$ cat config.mk
export PLATFORM = sky130hd
export DESIGN_NAME = uart_header_assembler
export DESIGN_NICKNAME = d
export VERILOG_FILES = /design/src/rtl/uart_header_assembler.sv
export SDC_FILE = /design/constraint.sdc
export NUM_CORES = 2
export LEC_CHECK = 0
export BUFFER_PORTS_ARGS = -buffer_cell sky130_fd_sc_hd__buf_4
export CAP_MARGIN = 20
export CORE_UTILIZATION = 40
export CTS_BUF_LIST = sky130_fd_sc_hd__clkbuf_8
export DETAILED_ROUTE_END_ITERATION = 16
export PLACE_DENSITY_LB_ADDON = 0.3
export SYNTH_ARGS = -nofsm -noshare
export SYNTH_HDL_FRONTEND = slang
export SYNTH_SLANG_ARGS = --single-unit
export TNS_END_PERCENT = 5
$ cat constraint.sdc
create_clock -name clock -period 45.1 [get_ports clock]
set_input_delay 2.255 -clock clock [delete_from_list [all_inputs] [get_ports clock]]
set_output_delay 2.255 -clock clock [all_outputs]
set_load 0.01 [all_outputs]
$ cat src/rtl/uart_header_assembler.sv
// ============================================================================
//  Module      : uart_header_assembler
//  Description : Collects bytes from the uart receiver handshake (data/ready/
//                clear) into a fixed-length block header. The first byte
//                received becomes the most significant byte. A partial frame
//                that goes idle for too long is dropped.
//  Revision    : 1.0 - initial release
// ============================================================================
`default_nettype none

module uart_header_assembler #(
  parameter int HEADER_BYTES   = 80,
  parameter int TIMEOUT_CYCLES = 5000000
) (
  input  logic                      clock,
  input  logic                      reset,
  input  logic [7:0]                rx_data,
  input  logic                      rx_ready,
  output logic                      rx_clear,
  output logic [8*HEADER_BYTES-1:0] header_data,
  output logic                      header_valid,
  output logic                      frame_error,
  output logic [6:0]                byte_count
);

  localparam int c_hw = 8 * HEADER_BYTES;
  localparam int c_tw = (TIMEOUT_CYCLES > 2) ? $clog2(TIMEOUT_CYCLES) : 1;

  localparam logic [c_tw-1:0] c_to_last   = c_tw'(TIMEOUT_CYCLES - 1);
  localparam logic [6:0]      c_last_byte = 7'(HEADER_BYTES - 1);

  // IDLE: no partial frame, RECV: partial frame with timeout running,
  // ACK: holding rx_clear until the receiver drops ready, DONE: header published.
  localparam logic [1:0] c_idle = 2'd0;
  localparam logic [1:0] c_recv = 2'd1;
  localparam logic [1:0] c_ack  = 2'd2;
  localparam logic [1:0] c_done = 2'd3;

  logic [1:0]      r_state;
  logic [c_hw-1:0] r_buffer;
  logic [c_tw-1:0] r_timer;
  logic            r_frame_full;

  logic            w_capture;
  logic            w_expire;
  logic            w_release;
  logic            w_publish;

  // A byte is taken only while waiting for data; ACK blocks re-capture of a
  // ready level that the receiver has not yet lowered.
  assign w_capture = ((r_state == c_idle) || (r_state == c_recv)) && rx_ready;
  // A capture in the expiry cycle wins, so expiry requires ready low.
  assign w_expire  = (r_state == c_recv) && !rx_ready && (r_timer == c_to_last);
  assign w_release = (r_state == c_ack) && !rx_ready;
  assign w_publish = w_release && r_frame_full;

  // Frame state sequencing and the rx_clear acknowledge
  always_ff @(posedge clock or posedge reset) begin
    if (reset) begin
      r_state  <= c_idle;
      rx_clear <= 1'b0;
    end else begin
      case (r_state)
        c_idle, c_recv: begin
          if (w_capture) begin
            r_state  <= c_ack;
            rx_clear <= 1'b1;
          end else if (w_expire) begin
            r_state  <= c_idle;
          end
        end
        c_ack: begin
          if (w_release) begin
            rx_clear <= 1'b0;
            r_state  <= r_frame_full ? c_done : c_recv;
          end
        end
        c_done: begin
          // Ready is not looked at here; a waiting byte is taken from IDLE.
          r_state <= c_idle;
        end
        default: begin
          r_state  <= c_idle;
          rx_clear <= 1'b0;
        end
      endcase
    end
  end

  // Byte counter, wrapping on the final byte with a flag marking the frame full
  always_ff @(posedge clock or posedge reset) begin
    if (reset) begin
      byte_count   <= 7'd0;
      r_frame_full <= 1'b0;
    end else if (w_capture) begin
      if (byte_count == c_last_byte) begin
        byte_count   <= 7'd0;
        r_frame_full <= 1'b1;
      end else begin
        byte_count   <= byte_count + 7'd1;
      end
    end else if (w_expire) begin
      byte_count   <= 7'd0;
    end else if (w_publish) begin
      r_frame_full <= 1'b0;
    end
  end

  // Shift buffer: new bytes enter at the LSB so the first byte ends up on top
  always_ff @(posedge clock or posedge reset) begin
    if (reset) begin
      r_buffer <= '0;
    end else if (w_capture) begin
      r_buffer <= {r_buffer[c_hw-9:0], rx_data};
    end else if (w_expire || w_publish) begin
      r_buffer <= '0;
    end
  end

  // Inter-byte idle timer, only advancing while a partial frame waits for data
  always_ff @(posedge clock or posedge reset) begin
    if (reset) begin
      r_timer <= '0;
    end else if (w_capture || w_expire) begin
      r_timer <= '0;
    end else if (r_state == c_recv) begin
      r_timer <= r_timer + 1'b1;
    end
  end

  // Published header and the one-cycle status pulses
  always_ff @(posedge clock or posedge reset) begin
    if (reset) begin
      header_data  <= '0;
      header_valid <= 1'b0;
      frame_error  <= 1'b0;
    end else begin
      header_valid <= w_publish;
      frame_error  <= w_expire;
      if (w_publish) begin
        header_data <= r_buffer;
      end
    end
  end

endmodule

`default_nettype wire
==> metrics.cfg <==
[status]
status = complete, no violations

[power]
p_sw_share_pct = 25.5
totalPowerFinal_mw = 2.46
p_int_mw = 1.83
p_sw_mw = 0.625
power.clock.fraction_pct = 43.4
combPwrFrac_pct = 5.2
leakagePower_nw = 32.3
seq_power_share_pct = 51.4
vdd_drop_max_uv = 30.1
power.density_nw_per_um2 = 40.1

[global_route]
grtUsageTotal_pct = 22.0
grt_max_degree = 242
grt_pass1_wl_microns = 228000
grt_pass1_vias = 39400
antenna_found_initial = 3
overflow = 0

[min_path]
hold_class = register to register
whs_path_depth = 2

[clock_tree]
cts-root-buf = clkbuf_8
clk_pin_slew_worst_paths_ns = 0.06
clk-insertion-delay-late_ns = 0.96
cts_tree = done
cts_max_level = 4
cts_max_path_buffers = 3
cts.sinks = 1316
cts_resized = 0
ctsHoldBuffers = 0
cts_buffers = 210
postCtsSetupBuffers = 0

[critical_path]
endpoint = header_data[498]$_DFFE_PP0P_
critPathMaxFanout = 127
cp-start-kind = input pin
reg2reg_from = r_state[1]$_DFFE_PP0P_
rr_worst_depth = 7
worstSetupStartpoint = reset
worstPathArrival_ns = 8.02
crit_path_end_kind = async pin
r2r_slack_ns = 39.70
crit_required_ns = 46.05
r2r_end = r_buffer[272]$_DFFE_PP0P_
critPathKind = input pin to async pin

[sta]
relSlewSlack_pct = 0.314
finalCriticalPeriod_ns = 7.07
final.setup.tns_ns = 0
worst_slew_pin_slew_ns = 1.50
hold_slack_ns = 0.463
finClkSkew_ns = 0.0740
hold_viol_final = 0
finalSetupViolCount = 0
fin_crit_sh_pct = 15.7
rsz0062_at_grt = false
max_freq_mhz = 141
timing.final.ws_setup_ns = 38.03
finalMaxSlewViolations = 0

[finish]
fillers = 11900
ff_latch_area_sq_um = 32900
multi_input_area_sq_um = 16300
design_area_sq_um = 61300
fin_cells = 8056
finalNetCount = 6242
drive_above_1_share_pct = 16.5
final_common_cell = nand2_1
post-route-util_pct = 48.5
syn2layout_area_growth_pct = 19.6
final_cell_mix = nand2_1, dfrtp_1, buf_4

[logic_synthesis]
yosys.area_share.adder_pct = 0.0488
yosysUniqueCellTypes = 44
synthArstFlopShare_pct = 100
ys_ff_latch = 1316
synth_cells = 5672
synth_edf_count = 0
ys_warn_count = 0
synth_mux_area_share_pct = 0.0391
synth_top_family_by_area = simple AND/OR/NAND/NOR gates
synth_top_cell_by_area = dfrtp_1
synth_area_sq_um = 51300
synthSimpleGateAreaFrac_pct = 24.4
synth_top_area_share_pct = 64.2
synth_compound_area_share_pct = 7.09
syn-num-nets = 5685
synthTopCellsByArea = dfrtp_1, nand2_1, o21ai_0
synth_xor_area_share_pct = 0.154
dominantRegCellSynth = dfrtp_1
ys_seq_area_share_pct = 64.2
syn_avg_cell_area_sq_um = 9.04

[floorplan]
die_h_microns = 360
die_area_sq_um = 130000
chipWidth_microns = 360
pin_count = 661
core_area_sq_um = 126000
rows = 130
initial_core_util_pct = 40.6

[detailed_routing]
drt_wl_total_microns = 143000
drtIter0Drc = 3815
drc = 0
wl_per_cell_microns = 17.8
viasPerCell = 4.94
dr.pass1.iters = 5
vias = 39800
ant_nets = 0

[place]
io_buffer_count = 660
finalWeightedCongestion = 0.817
dp_cells = 7662
dpl_worst_slack_ns = 36.82
dpl-instance-area_sq_um = 56700
hpwl_microns = 88800

[flow_run]
maxCapViolCount = 0

## worst max-delay path, cell delays in order
cell and delay [ns]:
buf_4 0.13, inv_8 0.59, buf_4 0.79, buf_4 0.83, buf_4 0.88, buf_4 0.71
buf_4 0.74, buf_4 0.73
## registers in the layout, summed over array words and instances, names as in the netlist, 2 cells and up
register,count
byte_count,7
header_data,640
r_state,2
r_timer,23
r_buffer,640
## worst min-delay path by stage
stage                                 startpoint                            to  slack [ns]
floorplan              r_buffer[632]$_DFFE_PP0P_  header_data[632]$_DFFE_PP0P_        0.44
global placement       r_buffer[639]$_DFFE_PP0P_  header_data[639]$_DFFE_PP0P_        0.45
detailed placement     r_buffer[639]$_DFFE_PP0P_  header_data[639]$_DFFE_PP0P_        0.46
CTS                     r_buffer[22]$_DFFE_PP0P_      r_buffer[30]$_DFFE_PP0P_        0.46
global route        header_data[333]$_DFFE_PP0P_  header_data[333]$_DFFE_PP0P_        0.50
finish                 r_buffer[566]$_DFFE_PP0P_  header_data[566]$_DFFE_PP0P_        0.46
## layout make-up
class	instances	area share, %
antenna	4	0.0163
clock buffer	270	6.06
clock inverter	115	1.21
inverter	8	0.0735
multi-input combinational	3986	26.6
sequential	1316	53.7
tap	1650	3.37
timing repair buffer	707	8.98
## power groups by stage
stage	registers, mW	logic (mW)	clock network, mW
floorplan	1.27	0.0839	0
global placement	1.28	0.126	0
detailed placement	1.28	0.129	0
CTS	1.26	0.129	1.09
global route	1.27	0.145	1.15
finish	1.26	0.127	1.07
## metal layers
| metal | global-route usage [%] | vias up | part of all wire, % |
|---|---|---|---|
| li1 | - | 18900 | - |
| met1 | 30.1 | 19500 | 44 |
| met2 | 32.9 | 1103 | 45 |
| met3 | 6.71 | 250 | 7.7 |
| met4 | 8.53 | 2 | 3.2 |
| met5 | 0 | - | 0.0077 |
## cell usage after synthesis, types with 4 or more instances
| cell | n |
|---|---|
| nand3_1 | 11 |
| inv_1 | 8 |
| buf_6 | 17 |
| a21oi_1 | 21 |
| nand4_1 | 7 |
| nand2b_1 | 4 |
| or3_1 | 5 |
| nand2_1 | 3214 |
| nor2_1 | 14 |
| or4_1 | 9 |
| xor2_1 | 8 |
| dfrtp_1 | 1316 |
| clkbuf_1 | 288 |
| buf_8 | 50 |
| o21ai_2 | 31 |
| o21ai_0 | 519 |
| buf_1 | 4 |
| o21ai_1 | 102 |
| o31ai_1 | 8 |
## cells by family (layout without fill, tap and decap cells)
kind of cell	Yosys count	after routing
multiplexers	2	2
other	0	4
XOR/XNOR	9	9
AND/OR/NAND/NOR	3282	3282
buffers and inverters	370	1100
adder cells (fa/ha/maj)	2	2
AO/OA/AOI/OAI	691	691
flip-flops	1316	1316
No activity file was read; power rests on OpenSTA's default activity.
